[src/rtl/alu_cmd_issuer.sv]
// Command-side driver for an external combinational ALU: registers one command onto the
// ALU input bus, captures the result a cycle later and returns it over a valid/ready port.
module alu_cmd_issuer #(
    parameter int WIDTH = 32,
    parameter int CNT_W = 16
) (
    input  logic             clk,
    input  logic             rst,
    input  logic             cmd_valid,
    output logic             cmd_ready,
    input  logic [3:0]       cmd_op,
    input  logic [WIDTH-1:0] cmd_a,
    input  logic [WIDTH-1:0] cmd_b,
    output logic [WIDTH-1:0] alu_a,
    output logic [WIDTH-1:0] alu_b,
    output logic [3:0]       alu_op,
    input  logic [WIDTH-1:0] alu_result,
    input  logic             alu_zero,
    output logic             rsp_valid,
    input  logic             rsp_ready,
    output logic [WIDTH-1:0] rsp_result,
    output logic             rsp_zero,
    output logic             rsp_err,
    output logic [CNT_W-1:0] issued_cnt,
    output logic [CNT_W-1:0] err_cnt
);

    typedef enum logic [1:0] {IDLE, EXEC, RESP} state_t;

    localparam logic [3:0] OP_LAST_VALID = 4'b0110;

    state_t state;

    // Counters stick at all-ones rather than wrapping.
    function automatic logic [CNT_W-1:0] sat_inc(input logic [CNT_W-1:0] v);
        return (&v) ? v : v + CNT_W'(1);
    endfunction

    function automatic logic op_invalid(input logic [3:0] op);
        return op > OP_LAST_VALID;
    endfunction

    assign cmd_ready = (state == IDLE);

    always_ff @(posedge clk or posedge rst) begin
        if (rst) begin
            state      <= IDLE;
            alu_a      <= '0;
            alu_b      <= '0;
            alu_op     <= '0;
            rsp_valid  <= 1'b0;
            rsp_result <= '0;
            rsp_zero   <= 1'b0;
            rsp_err    <= 1'b0;
            issued_cnt <= '0;
            err_cnt    <= '0;
        end else begin
            case (state)
                IDLE: begin
                    if (cmd_valid) begin
                        alu_a      <= cmd_a;
                        alu_b      <= cmd_b;
                        alu_op     <= cmd_op;
                        issued_cnt <= sat_inc(issued_cnt);
                        if (op_invalid(cmd_op)) begin
                            err_cnt <= sat_inc(err_cnt);
                        end
                        state <= EXEC;
                    end
                end
                // ALU output has settled during EXEC; capture it unmodified.
                EXEC: begin
                    rsp_result <= alu_result;
                    rsp_zero   <= alu_zero;
                    rsp_err    <= op_invalid(alu_op);
                    rsp_valid  <= 1'b1;
                    state      <= RESP;
                end
                RESP: begin
                    if (rsp_ready) begin
                        rsp_valid <= 1'b0;
                        state     <= IDLE;
                    end
                end
                default: state <= IDLE;
            endcase
        end
    end

endmodule

[config.mk]
export PLATFORM = sky130hd
export DESIGN_NAME = alu_cmd_issuer
export DESIGN_NICKNAME = d
export VERILOG_FILES = /design/src/rtl/alu_cmd_issuer.sv
export SDC_FILE = /design/constraint.sdc
export NUM_CORES = 1
export LEC_CHECK = 0
export ABC_AREA = 1
export BUFFER_PORTS_ARGS = -buffer_cell sky130_fd_sc_hd__buf_4
export CAP_MARGIN = 10
export CELL_PAD_IN_SITES_DETAIL_PLACEMENT = 0
export CELL_PAD_IN_SITES_GLOBAL_PLACEMENT = 2
export CORE_MARGIN = 8
export CORE_UTILIZATION = 24
export DETAILED_ROUTE_END_ITERATION = 7
export PLACE_DENSITY = 0.8
export SKIP_CTS_REPAIR_TIMING = 1
export SLEW_MARGIN = 20
export SYNTH_ARGS = -nofsm -noshare
export SYNTH_HDL_FRONTEND = slang
export SYNTH_SLANG_ARGS = --single-unit
[constraint.sdc]
create_clock -name clk -period 3.74 [get_ports clk]
set_input_delay 0.187 -clock clk [delete_from_list [all_inputs] [get_ports clk]]
set_output_delay 0.187 -clock clk [all_outputs]
set_load 0.03 [all_outputs]
# Word-level counts from Yosys, hierarchy flattened
# Cells that the tools add are included.
op_classes:
  muxes: 5
  magnitude_cmp: 2
  addsub: 2
  n_bitwise: 2
  n_eq_ne: 4
  n_reduce_logical: 9
ops:
  columns: ["operator", "n"]
  rows:
  - ["$add 16x1->16 const B", 2]
  - ["$reduce_and 16->1", 2]
  - ["$gt 4x3->1 const B", 2]
  - ["$pmux 2 s3", 1]
  - ["$reduce_and 2->1", 3]
  - ["$mux 2", 2]
  - ["$ne 2x2->1 const B", 2]
  - ["$reduce_and 4->1", 1]
  - ["$reduce_and 3->1", 1]
  - ["$eq 2x1->1 const B", 1]
  - ["$eq 2x2->1 const B", 1]
  - ["$logic_not 2->1", 1]
  - ["$not 1->1", 2]
  - ["$pmux 1 s2", 1]
  - ["$reduce_bool 2->1", 1]
  - ["$mux 1", 1]
totals:
  out_inout_bits: 136
  input_bits: 105
  wordCells: 34
  regBits: 137

# Longest topological paths before layout
logic_depth:
  ltp_word: 3
  depth_mapped: 11
  mapped_depth_nobuf: 10

# Least setup slack after synthesis
# No wires, ideal clock.
synth_timing:
  path_type: "reg2reg"
  from: "register issued_cnt[0]"
  to: "register issued_cnt[10]"
  synth_period_minus_slack_ns: 1.637
  setup_time_ns: 0.117
  arrival_time_ns: 1.520
  setup_slack_ns: 2.103
  required_ns: 3.623
  n_path_buf: 1
  stages_incl_launch_ff: 12
  cell_sequence: "dfrtp_1 -> ha_1 -> nand3_2 -> inv_2 -> nand2_2 -> clkinv_2 -> nand2_4 -> nand2_8 -> inv_4 -> buf_6 -> nand2_1 -> nand2_1"
synth_between:
  elab_chain_len: 3
  elab_cells_between_ends: 4
  cone_classes: "add/sub (1); bitwise (1); reduce/logical (2)"
synth_lines:
  columns: ["element", "line", "source"]
  rows:
  - ["from (decl)", "24", "output logic [CNT_W-1:0] issued_cnt,"]
  - ["from (signal assigned)", "64", "issued_cnt <= sat_inc(issued_cnt);"]
  - ["branches (longest 3 deep; another with $add 16x1->16)", null, null]
# Parallel ways; which one is timed is not known.
# A chain may end at the register's enable or synchronous reset.

# Worst setup path in the final report
layout_timing:
  from: "register state[0]"
  to: "register err_cnt[2]"
layout_between:
  elab_chain_len: 2
layout_lines:
  columns: ["element", "line", "source"]
  rows:
  - ["from (decl)", "32", "state_t state;"]
  - ["from (signal assigned)", "47", "state <= IDLE;"]
  - ["from (signal assigned)", "68", "state <= EXEC;"]
  - ["from (signal assigned)", "77", "state <= RESP;"]
  - ["$logic_not 2->1", "58", "case (state)"]
  - ["$reduce_and 4->1 (no line)", null, null]
  - ["to (signal assigned)", "66", "err_cnt <= sat_inc(err_cnt);"]
  - ["to (decl)", "25", "output logic [CNT_W-1:0] err_cnt"]
# Every way passes these cells.

==> summary.txt <==
GRT
  • Antenna violations before repair: 0
  • First-pass GRT wire length: 31200 um
  • Total grt overflow: 0
  • GRT Overall Usage: 12.8%
  • Vias in the first global route: ~5.5k
  • Pin count of the biggest net entering global routing: 138

Worst setup path
  • Worst-path maximum fanout: 59
  • Worst Path Required: 4.07 ns
  • Worst EP arrival: 2.25 ns
  • Crit end category: flop
  • Critical Path Start Type: flop
  • Critical path class: flop to flop

STA
  • Setup WS post-layout: 1.82 ns
  • Fin. max-slew vios: 0
  • F_max: 522 MHz
  • Fin Clk Skew: 0.00999 ns
  • Hold Fails Final Rpt: 2
  • Rel. slew slack: 48.5%
  • Slew @ Worst Pin: 0.772 ns
  • Fin crit share: 51.2%
  • Hold_ws: -0.0149 ns
  • Setup TNS: 0 ns
  • RSZ-0062 raised after global routing: no
  • Final setup vio count: 0
  • Post-layout minimum cycle time: 1.92 ns

Synth
  • Synthesis-stage register bit count: around 140
  • Main synth FF type: dfrtp_1
  • Seq/Total Area, Yosys: 57.1%
  • Synth cell types: 29
  • Number of flops mapped to enable cells by yosys: 0
  • Syn Nets: approximately 850
  • Synthesized area per cell: 8.14 sq um
  • Syn Inst Count: between 700 and 800
  • Async S/R FF share, synth: 100%
  • Cell area after synthesis: 6000 sq um
  • Yosys warnings: 0

CTS
  • CTS Buf Count: 17
  • Clock Root Buffer: clkbuf_16
  • Clock buffer depth: 2
  • Clk sink count: around 140
  • CTS tree: yes
  • Clk Latency, worst-skew pair: approximately 0.41 ns
  • Clk pin slew, worst setup/hold paths: 0.06 ns
  • Max H-tree Level: 4

Detailed routing
  • Vias/cell: 4.02
  • Post-route ant nets: 0
  • Via count: 5714
  • DRC viols: 0
  • WL/cell: 14.2 um
  • DR pass1 iterations: 4
  • Detailed Route Iter0 Violations: 364
  • DRT Wirelength: 20200 um

Layout
  • Nets: around 1.2k
  • Fraction of layout cells with a size suffix above 1: between 20% and 30%
  • Area grow syn2layout: 62.7%
  • Most frequent cells in the layout: nand2_1, buf_4, dfrtp_1
  • Most common cell after layout, fill and taps aside: nand2_1
  • Final Util: between 30% and 40%
  • Number of diodes: 0

Die
  • Chip height: around 170 um
  • Core area: 24900 sq um
  • Die W: 174 um
  • Initial Util: 24.1%
  • Die ar.: 30300 sq um
  • Number of cell rows: 58
  • Top Ports: ~240

Pwr
  • Sequential fraction of design power: between 30% and 40%
  • Max rail drop VDD: between 0.3 and 0.4 mV
  • Psw: 0.00342 W
  • Clock share of power: 23.5%
  • Int Power: 0.00453 W
  • Leakage: 5.11 nW
  • Logic pwr share: 45.1%
  • Pwr dens: 814 nW/um^2
  • Sw Ratio: about 43%

Place
  • HPWL Detailed: 13800 um
  • Port bufs: 240
  • GP Congestion: 0.733
  • DP Worst Slack: 1.75 ns

Status
  • Status: complete, but fails checks
  • Failing checks: negative hold slack

Run
  • Max Cap Viol: 0

Worst hold path
  • Worst hold path class: input port to flop
cells in the mapped netlist, types with 3 or more instances:
library cell | n | area, sq um
nor2_1 | 25 | 93.8
nor2_2 | 4 | 25.0
o21ai_0 | 14 | 70.1
nand4_1 | 10 | 62.6
xnor2_1 | 11 | 96.3
buf_6 | 5 | 56.3
nand2_1 | 434 | 1630
inv_2 | 3 | 11.3
buf_2 | 12 | 60.1
nand2_2 | 6 | 37.5
nand3b_1 | 3 | 22.5
inv_1 | 29 | 109
nand3_1 | 17 | 85.1
dfrtp_1 | 137 | 3430
o21ai_1 | 3 | 15.0
clkbuf_1 | 5 | 18.8
nor2_4 | 4 | 45.0
power groups by stage:
stage | registers (W) | clock network (W) | logic, W
3_5_place_dp | 0.00251 | 0 | 0.00357
2_1_floorplan | 0.00363 | 0 | 0.000988
3_3_place_gp | 0.00250 | 0 | 0.00357
5_1_grt | 0.00258 | 0.00201 | 0.00389
4_1_cts | 0.00250 | 0.00194 | 0.00357
6_report | 0.00250 | 0.00187 | 0.00359
layer usage:
metal	wire length [um]	vias to the layer above	global-route usage [%]
met3	1190	8	4.79
met1	9030	2612	16.3
met4	142	0	3.42
met5	0	-	0
met2	9830	154	20.0
li1	-	2940	-
logic make-up after synthesis:
logic type / share of synthesized area, %
fa+ha+maj: 0.417
xor+xnor: 1.90
compound gates: 1.67
flops: 57.1
simple gates: 34.2
buf+inv: 4.75
flip-flops by register name, indices dropped and copies added (netlist names):
name,count
alu_a,32
alu_b,32
rsp_result,32
err_cnt,16
issued_cnt,16
alu_op,4
state,2
rsp_err,1
rsp_valid,1
rsp_zero,1
final timing paths:
check                                 startpoint                          to  slack [ns]  cells past startpoint
setup / recovery            state[0]$_DFFE_PP0P_      err_cnt[2]$_DFFE_PP0P_        1.82                      7
max in group asynchronous                    rst       alu_a[29]$_DFFE_PP0P_        3.15                      3
hold reg to reg            alu_b[21]$_DFFE_PP0P_       alu_b[21]$_DFFE_PP0P_        0.48                      2
hold / removal                    alu_result[19]  rsp_result[19]$_DFFE_PP0P_       -0.01                      3
min in group asynchronous                    rst  rsp_result[30]$_DFFE_PP0P_        0.01                      3
setup reg to reg            state[0]$_DFFE_PP0P_      err_cnt[2]$_DFFE_PP0P_        1.82                      7
layout make-up:
class	count	area [sq um]
Sequential cell	137	3430
Inverter	35	139
Timing Repair Buffer	345	2850
Clock buffer	18	429
Fill cell	2556	15100
Clock inverter	14	220
Tap cell	330	413
Multi-Input combinational cell	541	2290
worst max-delay path, stage by stage (launching register included):
cell and delay [ns]:
dfrtp_1 0.42, nor2_4 0.06, nand2_2 0.21, buf_4 0.58
a21oi_2 0.10, nand2_2 0.29, nand2_1 0.09, o21ai_1 0.08
stage by stage:
step	total power, W	instance area, sq um	instances
floorplan	0.00462	6010	738
global placement	0.00606	8130	1289
detailed placement	0.00608	8130	1289
CTS	0.00801	8780	1321
global route	0.00848	9770	1420
finish	0.00795	9770	1420
(Power assumes the default switching activity.)
